`config.mk`:
```
export PLATFORM = sky130hd
export DESIGN_NAME = ps2_rx_decoder
export DESIGN_NICKNAME = d
export VERILOG_FILES = /design/src/rtl/ps2_pkg.sv /design/src/rtl/ps2_event_fifo.sv /design/src/rtl/ps2_rx_decoder.sv
export SDC_FILE = /design/constraint.sdc
export NUM_CORES = 1
export LEC_CHECK = 0
export CAP_MARGIN = 0
export CORE_ASPECT_RATIO = 0.6
export CORE_UTILIZATION = 54
export CTS_CLUSTER_SIZE = 20
export DETAILED_ROUTE_END_ITERATION = 6
export GPL_ROUTABILITY_DRIVEN = 0
export PLACE_DENSITY = 0.84
export SYNTH_ARGS = -nofsm -noshare
export SYNTH_HDL_FRONTEND = slang
export SYNTH_SLANG_ARGS = --single-unit
```
`constraint.sdc`:
```
create_clock -name clk -period 2.35 [get_ports clk]
set_clock_uncertainty 0.2 [all_clocks]
set_input_delay 0.235 -clock clk [delete_from_list [all_inputs] [get_ports clk]]
set_output_delay 0.235 -clock clk [all_outputs]
set_load 0.1 [all_outputs]
```
`src/rtl/ps2_pkg.sv`:
```
// Shared types and constants for the PS/2 receive path.
// Covers the key event record, the prefix/error scan codes, the error kinds and the decoder states.
package ps2_pkg;

    typedef struct packed {
        logic       ext;
        logic       brk;
        logic [7:0] code;
    } ps2_event_t;

    localparam logic [7:0] PS2_EXT  = 8'hE0;
    localparam logic [7:0] PS2_BRK  = 8'hF0;
    localparam logic [7:0] PS2_ERR0 = 8'h00;
    localparam logic [7:0] PS2_ERR1 = 8'hFF;

    typedef enum logic [1:0] {
        ERR_FRAMING = 2'd0,
        ERR_PARITY  = 2'd1,
        ERR_TIMEOUT = 2'd2,
        ERR_KBD     = 2'd3
    } ps2_err_e;

    typedef enum logic [1:0] {
        DEC_IDLE    = 2'd0,
        DEC_EXT     = 2'd1,
        DEC_BRK     = 2'd2,
        DEC_EXT_BRK = 2'd3
    } ps2_dec_state_e;

endpackage

```
`src/rtl/ps2_event_fifo.sv`:
```
// First-word-fall-through FIFO of key events with a sticky overflow flag.
// When full, a push only succeeds if a pop happens in the same clock.
module ps2_event_fifo
    import ps2_pkg::*;
#(
    parameter int DEPTH = 8
) (
    input  logic                       clk,
    input  logic                       rst,
    input  logic                       wr_en_i,
    input  ps2_event_t                 wr_data_i,
    input  logic                       rd_en_i,
    output ps2_event_t                 rd_data_o,
    output logic                       valid_o,
    output logic [$clog2(DEPTH):0]     count_o,
    output logic                       overflow_o
);

    localparam int AW = $clog2(DEPTH);
    localparam int CW = AW + 1;

    ps2_event_t        mem [DEPTH];
    logic [AW-1:0]     wrPtr_q, rdPtr_q;
    logic [CW-1:0]     count_q;
    logic              overflow_q;
    logic              empty, full, doPush, doPop;

    always_comb begin
        empty  = (count_q == '0);
        full   = (count_q == CW'(DEPTH));
        doPop  = rd_en_i && !empty;
        doPush = wr_en_i && (!full || doPop);
    end

    always_ff @(posedge clk) begin
        if (doPush) mem[wrPtr_q] <= wr_data_i;
    end

    always_ff @(posedge clk) begin
        if (rst) begin
            wrPtr_q    <= '0;
            rdPtr_q    <= '0;
            count_q    <= '0;
            overflow_q <= 1'b0;
        end else begin
            if (doPush) wrPtr_q <= wrPtr_q + 1'b1;
            if (doPop)  rdPtr_q <= rdPtr_q + 1'b1;
            case ({doPush, doPop})
                2'b10:   count_q <= count_q + 1'b1;
                2'b01:   count_q <= count_q - 1'b1;
                default: count_q <= count_q;
            endcase
            if (wr_en_i && full && !doPop) overflow_q <= 1'b1;
        end
    end

    assign valid_o    = !empty;
    assign rd_data_o  = empty ? '0 : mem[rdPtr_q];
    assign count_o    = count_q;
    assign overflow_o = overflow_q;

endmodule

```
`src/rtl/ps2_rx_decoder.sv`:
```
// PS/2 keyboard receiver: synchronises and oversamples the pins, deframes 11-bit packets,
// folds E0/F0 prefixes into single key events and queues them in a FWFT FIFO.
module ps2_rx_decoder
    import ps2_pkg::*;
#(
    parameter int SAMPLE_DIV    = 250,
    parameter int TIMEOUT_TICKS = 4000,
    parameter int FIFO_DEPTH    = 8,
    parameter int SYNC_STAGES   = 2
) (
    input  logic                          clk,
    input  logic                          rst,
    input  logic                          ps2_clk,
    input  logic                          ps2_data,
    input  logic                          rd_en,
    output logic                          ev_valid,
    output logic [7:0]                    ev_code,
    output logic                          ev_break,
    output logic                          ev_ext,
    output logic [$clog2(FIFO_DEPTH):0]   fifo_count,
    output logic                          overflow,
    output logic                          frame_err,
    output logic [1:0]                    err_kind
);

    localparam int DIV_W = $clog2(SAMPLE_DIV);
    localparam int TMO_W = $clog2(TIMEOUT_TICKS + 1);

    logic [DIV_W-1:0]       div_q;
    logic                   tick_q;
    logic [SYNC_STAGES-1:0] clkSync_q, dataSync_q;
    logic                   ps2ClkS, ps2DataS;
    logic                   prevClk_q;
    logic [10:0]            shift_q;
    logic [3:0]             cnt_q;
    logic [TMO_W-1:0]       tmo_q;
    logic                   byteVld_q;
    logic [7:0]             byte_q;
    logic                   fallEdge, frameDone, frameBad, timeoutHit, frmErr;
    ps2_err_e               frmKind;
    ps2_dec_state_e         state_q, state_d;
    logic                   push_q, push_d, decErr;
    ps2_event_t             ev_q, ev_d, headEv;
    logic                   frameErr_q;
    ps2_err_e               errKind_q;

    always_ff @(posedge clk) begin
        if (rst) begin
            div_q      <= '0;
            tick_q     <= 1'b0;
            clkSync_q  <= '1;
            dataSync_q <= '1;
        end else begin
            div_q      <= (div_q == DIV_W'(SAMPLE_DIV - 1)) ? '0 : div_q + 1'b1;
            tick_q     <= (div_q == DIV_W'(SAMPLE_DIV - 1));
            clkSync_q  <= {clkSync_q[SYNC_STAGES-2:0], ps2_clk};
            dataSync_q <= {dataSync_q[SYNC_STAGES-2:0], ps2_data};
        end
    end

    assign ps2ClkS  = clkSync_q[SYNC_STAGES-1];
    assign ps2DataS = dataSync_q[SYNC_STAGES-1];

    // shift_q holds start in bit 0, data in 8:1, parity in 9 and stop in 10 once complete
    always_comb begin
        fallEdge   = tick_q && prevClk_q && !ps2ClkS;
        frameDone  = (cnt_q == 4'd11);
        frameBad   = shift_q[0] || !shift_q[10] || !(^shift_q[9:1]);
        timeoutHit = tick_q && !fallEdge && !frameDone && (cnt_q != 4'd0)
                     && (tmo_q == TMO_W'(TIMEOUT_TICKS - 1));
        frmErr     = (frameDone && frameBad) || timeoutHit;
        if (timeoutHit)                          frmKind = ERR_TIMEOUT;
        else if (shift_q[0] || !shift_q[10])     frmKind = ERR_FRAMING;
        else                                     frmKind = ERR_PARITY;
    end

    always_ff @(posedge clk) begin
        if (rst) begin
            prevClk_q <= 1'b1;
            shift_q   <= '0;
            cnt_q     <= '0;
            tmo_q     <= '0;
            byteVld_q <= 1'b0;
            byte_q    <= '0;
        end else begin
            if (tick_q) prevClk_q <= ps2ClkS;
            byteVld_q <= frameDone && !frameBad;
            byte_q    <= shift_q[8:1];
            if (frameDone || timeoutHit) begin
                cnt_q <= '0;
                tmo_q <= '0;
            end else if (fallEdge) begin
                shift_q <= {ps2DataS, shift_q[10:1]};
                cnt_q   <= cnt_q + 4'd1;
                tmo_q   <= '0;
            end else if (tick_q && cnt_q != 4'd0) begin
                tmo_q <= tmo_q + 1'b1;
            end
        end
    end

    // Prefix decoder; the completed event is registered before it reaches the FIFO
    always_comb begin
        state_d = state_q;
        push_d  = 1'b0;
        ev_d    = '0;
        decErr  = 1'b0;
        if (byteVld_q) begin
            case (state_q)
                DEC_IDLE: begin
                    if (byte_q == PS2_EXT)                              state_d = DEC_EXT;
                    else if (byte_q == PS2_BRK)                         state_d = DEC_BRK;
                    else if (byte_q == PS2_ERR0 || byte_q == PS2_ERR1)  decErr  = 1'b1;
                    else begin
                        push_d = 1'b1;
                        ev_d   = '{ext: 1'b0, brk: 1'b0, code: byte_q};
                    end
                end
                DEC_EXT: begin
                    if (byte_q == PS2_BRK)       state_d = DEC_EXT_BRK;
                    else if (byte_q != PS2_EXT) begin
                        push_d  = 1'b1;
                        ev_d    = '{ext: 1'b1, brk: 1'b0, code: byte_q};
                        state_d = DEC_IDLE;
                    end
                end
                DEC_BRK: begin
                    if (byte_q != PS2_BRK) begin
                        push_d  = 1'b1;
                        ev_d    = '{ext: 1'b0, brk: 1'b1, code: byte_q};
                        state_d = DEC_IDLE;
                    end
                end
                default: begin
                    if (byte_q != PS2_BRK && byte_q != PS2_EXT) begin
                        push_d  = 1'b1;
                        ev_d    = '{ext: 1'b1, brk: 1'b1, code: byte_q};
                        state_d = DEC_IDLE;
                    end
                end
            endcase
        end
        if (frmErr) state_d = DEC_IDLE;
    end

    always_ff @(posedge clk) begin
        if (rst) begin
            state_q    <= DEC_IDLE;
            push_q     <= 1'b0;
            ev_q       <= '0;
            frameErr_q <= 1'b0;
            errKind_q  <= ERR_FRAMING;
        end else begin
            state_q    <= state_d;
            push_q     <= push_d;
            ev_q       <= ev_d;
            frameErr_q <= frmErr || decErr;
            if (frmErr)      errKind_q <= frmKind;
            else if (decErr) errKind_q <= ERR_KBD;
        end
    end

    ps2_event_fifo #(.DEPTH(FIFO_DEPTH)) u_fifo (
        .clk        (clk),
        .rst        (rst),
        .wr_en_i    (push_q),
        .wr_data_i  (ev_q),
        .rd_en_i    (rd_en),
        .rd_data_o  (headEv),
        .valid_o    (ev_valid),
        .count_o    (fifo_count),
        .overflow_o (overflow)
    );

    assign ev_code   = headEv.code;
    assign ev_break  = headEv.brk;
    assign ev_ext    = headEv.ext;
    assign frame_err = frameErr_q;
    assign err_kind  = errKind_q;

endmodule

```
# ---- Word-level counts from Yosys, hierarchy flattened
# Memory sizes are Yosys's and may differ from the RTL's. A register that Yosys moved wholly into a read port is not among the register bits.
# Index checks and enable logic that the tools add are counted.
# W data, S select, Z words.
dict set report word_totals {
  out_inout_bits 19
  ramBits 80
  n_memories 1
  elab_cells 130
  ff_bits 77
  inputBits 5
}
# memory depth width rd rd_clocked_by_memory_dff write_ports line_no
set mem_list {}
lappend mem_list {u_fifo.mem 8 10 1 1 1 ps2_event_fifo.sv:22} ;# ps2_event_t mem [DEPTH];
dict set report op_classes {
  mux 38
  n_eq_ne 16
  add_sub_neg 7
  reduce_logical 45
  bitwise 2
}
# operator n
set op_table {}
lappend op_table {{$mux W10} 4}
lappend op_table {{$eq A8 B8 Y1 const B} 4}
lappend op_table {{$pmux W10 S3} 1}
lappend op_table {{$mux W8} 3}
lappend op_table {{$mux W2} 9}
lappend op_table {{$ne A8 B8 Y1 const B} 2}
lappend op_table {{$mux W1} 15}
lappend op_table {{$logic_and A1 B1 Y1} 14}
lappend op_table {{$add A12 B1 Y12 const B} 1}
lappend op_table {{$eq A12 B12 Y1 const B} 1}
lappend op_table {{$logic_not A1 Y1} 9}
lappend op_table {{$mux W9} 1}
lappend op_table {{$reduce_xor A9 Y1} 1}
lappend op_table {{$add A4 B1 Y4 const B} 2}
lappend op_table {{$add A8 B1 Y8 const B} 1}
lappend op_table {{$eq A4 B4 Y1 const B} 2}
lappend op_table {{$logic_not A8 Y1} 1}
lappend op_table {{$pmux W4 S2} 1}
lappend op_table {{$reduce_bool A4 Y1} 2}
lappend op_table {{$reduce_or A2 Y1} 4}
lappend op_table {{$logic_or A1 B1 Y1} 7}
lappend op_table {{$add A3 B1 Y3 const B} 2}
lappend op_table {{$mux W3} 2}
lappend op_table {{$ne A3 B3 Y1 const B} 2}
lappend op_table {{13 further kinds} 17}

# ---- Depth between registers and ports, before layout
dict set report depth {
  word_depth 10
  mapped_depth 11
  mapped_depth_nobuf 10
}

# ---- By module
# From an unflattened synthesis, not the netlist that was laid out.
dict set report hier_totals {
  cells_unflattened 474
  area_unflattened_um2 6332.3
}
# mod seq_area_each_um2 cells_each area_per_inst_um2 n_inst
set by_module_without_submodules {}
lappend by_module_without_submodules {ps2_event_fifo 2682.6 213 3808.7 1}
lappend by_module_without_submodules {ps2_rx_decoder 1321.3 261 2523.7 1}

# ---- Worst setup path after synthesis
# No wires, ideal clock.
dict set report synth_path {
  path_kind {register -> output}
  start {register u_fifo.count_q[1], in the netlist u_fifo.count_o[1]}
  end {output port ev_break}
  slack_ps -967
  path_buffers 2
  t_arrival_ps 2882
  required_time_ps 1915
  stages_incl_launch_ff 5
  cell_sequence {dfxtp_1 -> clkbuf_1 -> nor4_1 -> clkbuf_1 -> nor2_1}
}
dict set report synth_between {
  elab_chain_len 2
}
# element line_no
set synth_rtl {}
lappend synth_rtl {{start: declaration} ps2_event_fifo.sv:24} ;# logic [CW-1:0] count_q;
lappend synth_rtl {{start signal: assignment} ps2_event_fifo.sv:49} ;# 2'b10: count_q <= count_q + 1'b1;
lappend synth_rtl {{start signal: assignment} ps2_event_fifo.sv:50} ;# 2'b01: count_q <= count_q - 1'b1;
lappend synth_rtl {{start signal: assignment} ps2_event_fifo.sv:51} ;# default: count_q <= count_q;
lappend synth_rtl {{$logic_not A4 Y1} ps2_event_fifo.sv:29} ;# empty = (count_q == '0);
lappend synth_rtl {{$mux W10} ps2_event_fifo.sv:58} ;# assign rd_data_o = empty ? '0 : mem[rdPtr_q];
lappend synth_rtl {{end: declaration} ps2_rx_decoder.sv:18} ;# output logic ev_break,
# Every way passes these cells.

==> impl_metrics.py <==
metrics = {
    "status": {
        "outcome": "finished with violations",
        "violations": "negative setup slack",
    },
    "sta": {
        "worstMarginPinSlew_ns": 0.5220,
        "fin_crit_ns": 2.449,
        "rsz0062_at_grt": "true",
        "report.final.hold_viol_count": 0,
        "post-route-period-util": 1.042,
        "setup_viol": 10,
        "worst_slack_ns": -0.09890,
        "slew_headroom": 0.6488,
        "max_freq_mhz": 408.3,
        "slew_viol_final": 0,
        "whs_ns": 0.1748,
    },
    "finish": {
        "instances_no_fill": 697,
        "layout.nets": 539,
        "insertedDiodeCount": 0,
        "area_growth_pct": 23.07,
        "drive_above_1_share": 0.2588,
    },
    "setup_path": {
        "r2r_end": "u_fifo.count_o[3]",
        "worst-path-stages": 5,
        "cp_max_fo": 5,
        "crit_type": "reg -> out",
        "cp_data_arrival_time_ns": 2.01,
        "cpPeakStageDelay_ns": 0.54,
        "cp-end-kind": "primary output",
        "crit_end": "ev_code[6]",
        "crit_required_ns": 1.91,
        "critPathTopFamily": "multiplexers",
        "reg2reg_setup_slack_ns": 0.09,
        "start_kind": "flop",
        "r2r_start": "u_fifo.count_o[2]",
        "crit_top_cell": "buf_12",
        "crit_buf_inv": 2,
        "r2r_cells": 9,
        "cp_cell_sequence": "buf_12, mux4_2, mux2i_2, nor2_2, buf_12",
        "crit_slowest_cell": "mux4_2",
    },
    "placement": {
        "dp_cells": 661,
        "hpwl_um": 7789,
        "portBuffers": 23,
    },
    "global_route": {
        "grt_overflow": 0,
        "grt_pass1_vias": 3834,
        "grt_max_degree": 25,
        "grt_usage": 0.2325,
        "grt_pass1_wl_um": 20310,
        "antenna_found_initial": 0,
    },
    "synth": {
        "synth_warnings": 0,
        "synthTopCellsByArea": "edfxtp_1, dfxtp_1, mux4_2, nor2_1, mux2i_1",
        "synth-edff-count": 80,
        "postSynthAreaPerCell_sq_um": 13.23,
        "synth_cells": 474,
        "ys.flop_type": "edfxtp_1",
        "synthesis.area_sq_mm": 0.006270,
        "yosysTopAreaCell": "edfxtp_1",
        "yosysSeqAreaShare": 0.6386,
        "syn_nets": 489,
        "synthDistinctLibCells": 50,
        "ys_ff_latch": 160,
        "synth_top_area_share": 0.3832,
        "async_flop_share": 0,
    },
    "cts": {
        "cts_tree": "yes",
        "cts_inserted_buffers": 17,
        "htreeDepth": 4,
        "root_buffer": "clkbuf_16",
        "clk_path_buf_depth": 2,
        "cts_sinks": 160,
        "clk-insertion-delay-late_ns": 0.42,
        "clkTransAtPathRegs_ns": 0.06,
    },
    "power_and_ir_drop": {
        "switching_power_mw": 1.170,
        "pwr-share-comb": 0.009,
        "total_leakage_power_nw": 2.692,
        "internal-power_mw": 4.387,
        "seqPwrFrac": 0.523,
        "peakVddDrop_mv": 0.5482,
        "sw_frac_of_total": 0.2106,
        "pwr-share-clk": 0.468,
        "power_density_mw_per_mm2": 720.3,
        "finalPower_mw": 5.558,
    },
    "job": {
        "maxCapViolCount": 0,
    },
    "floorplan": {
        "initial_core_util": 0.5549,
        "dieArea_sq_mm": 0.01206,
        "die_x_um": 141.1,
        "io-pin-count": 24,
        "dieHeight_um": 85.47,
        "rows": 30,
        "core_area_sq_mm": 0.01130,
    },
    "hold_path": {
        "min_path_cells": 2,
        "hp-class": "in -> reg",
    },
    "detailed_routing": {
        "viasPerCell": 5.626,
        "drt_iter0_drc": 318,
        "num_vias": 3921,
        "wl_per_cell_um": 18.30,
        "drc": 0,
        "dr.pass1.iters": 5,
        "postRouteAntennaNets": 0,
        "drt_wl_total_um": 12760,
    },
}
## cell usage after synthesis (all sizes together) (6+ instances only)
cell type and instances:
mux2i 17, nor2 69, o21ai 6, dfxtp 80
o22a 8, nand2 30, xnor2 11, mux4 20
a21oi 13, nor2b 10, buf 6, ha 10
edfxtp 80, nand3 12, clkbuf 11, xor2 17
inv 9, and2 6
## flip-flops by register name (all words and copies together) (netlist names), named ones only
signal and cells:
byteVld_q 1, byte_q 8, clkSync_q 2, cnt_q 4
dataSync_q 2, div_q 8, err_kind 2, ev_q 10
frame_err 1, prevClk_q 1, push_q 1, shift_q 11
state_q 2, tick_q 1, tmo_q 12, u_fifo.count_o 4
u_fifo.mem 80, u_fifo.overflow_o 1, u_fifo.rdPtr_q 3, u_fifo.wrPtr_q 3
## final cells by class
| cell class | count | area, sq um |
|---|---|---|
| tap | 160 | 200.2 |
| timing repair buffer | 48 | 560.5 |
| clock buffer | 17 | 425.4 |
| multi-input combinational | 288 | 2335 |
| inverter | 9 | 37.54 |
| sequential | 160 | 4023 |
| clock inverter | 15 | 135.1 |
| fill | 749 | 3582 |
## power by group through the flow
stage	sequential [mW]	combinational (mW)	clock, mW
6_report	2.91	0.0493	2.60
5_1_grt	2.91	0.0549	2.76
4_1_cts	2.91	0.0494	2.63
3_5_place_dp	2.97	0.0490	0
3_3_place_gp	2.97	0.0457	0
2_1_floorplan	2.97	0.0303	0
## layer usage
metal	part of all wire	up-vias	track usage
met3	0.064	15	0.07449
li1	-	1820	-
met1	0.42	1948	0.2931
met5	0	-	0
met2	0.50	138	0.3879
met4	0.0092	0	0.06719
## per-stage QoR
stage | setup slack, ns | instance area, sq um | util | setup TNS, ns
4_1_cts | -0.1049 | 7679 | 0.6796 | -0.8553
2_1_floorplan | -0.09700 | 6412 | - | -0.3185
3_3_place_gp | -0.07556 | 7015 | 0.6209 | -0.09732
3_5_place_dp | -0.1256 | 7015 | 0.6209 | -0.2298
5_1_grt | -0.1476 | 7716 | 0.6829 | -1.286
6_report | -0.09890 | 7716 | 0.6829 | -0.5785
## worst reg2reg max path: stages (launching register included)
cell      delay, ns
dfxtp_4        0.38
nor4_4         0.33
nor2_2         0.09
buf_4          0.16
ha_2           0.21
nor4bb_1       0.30
mux2i_1        0.11
a21oi_1        0.18
xnor2_1        0.13
nor2_1         0.05
## worst min path at each step
stage | to | slack [ns] | start
final | dataSync_q[0] | 0.17 | ps2_data
after global routing | dataSync_q[0] | 0.17 | ps2_data
after CTS | dataSync_q[0] | 0.16 | ps2_data
after detailed placement | clkSync_q[1] | 0.20 | clkSync_q[0]
after global placement | clkSync_q[1] | 0.19 | clkSync_q[0]
after floorplan | byte_q[0] | 0.12 | rst
## cells in the final DEF (no fill, tap or decap), types with 12 or more instances in the layout
master     instances
a21oi_1           12
buf_12            12
buf_4             30
clkbuf_16         17
dfxtp_1           75
edfxtp_1          80
mux4_2            20
nand2_1           30
nor2_1            58
xor2_1            16
## kinds of logic after synthesis
| group | count (synthesis) | share of synthesized area |
|---|---|---|
| AOI/OAI and AO/OA | 40 | 0.04371 |
| xor gates and xnor gates | 30 | 0.04650 |
| adders and majority gates | 10 | 0.01996 |
| buffers and inverters | 26 | 0.01756 |
| DFF | 160 | 0.6386 |
| muxes | 37 | 0.09898 |
| and+or+nand+nor | 171 | 0.1347 |
## repair_timing
action | 4_1_cts | 5_1_grt
hold buffers | 0 | 0
resized for setup | 13 | 4
pin swaps | 1 | 6
gates cloned | 2 | 0
setup buffers | 0 | 2
setup endpoints to repair | 10 | 27
Note: power is estimated with default switching activity, not from simulation.
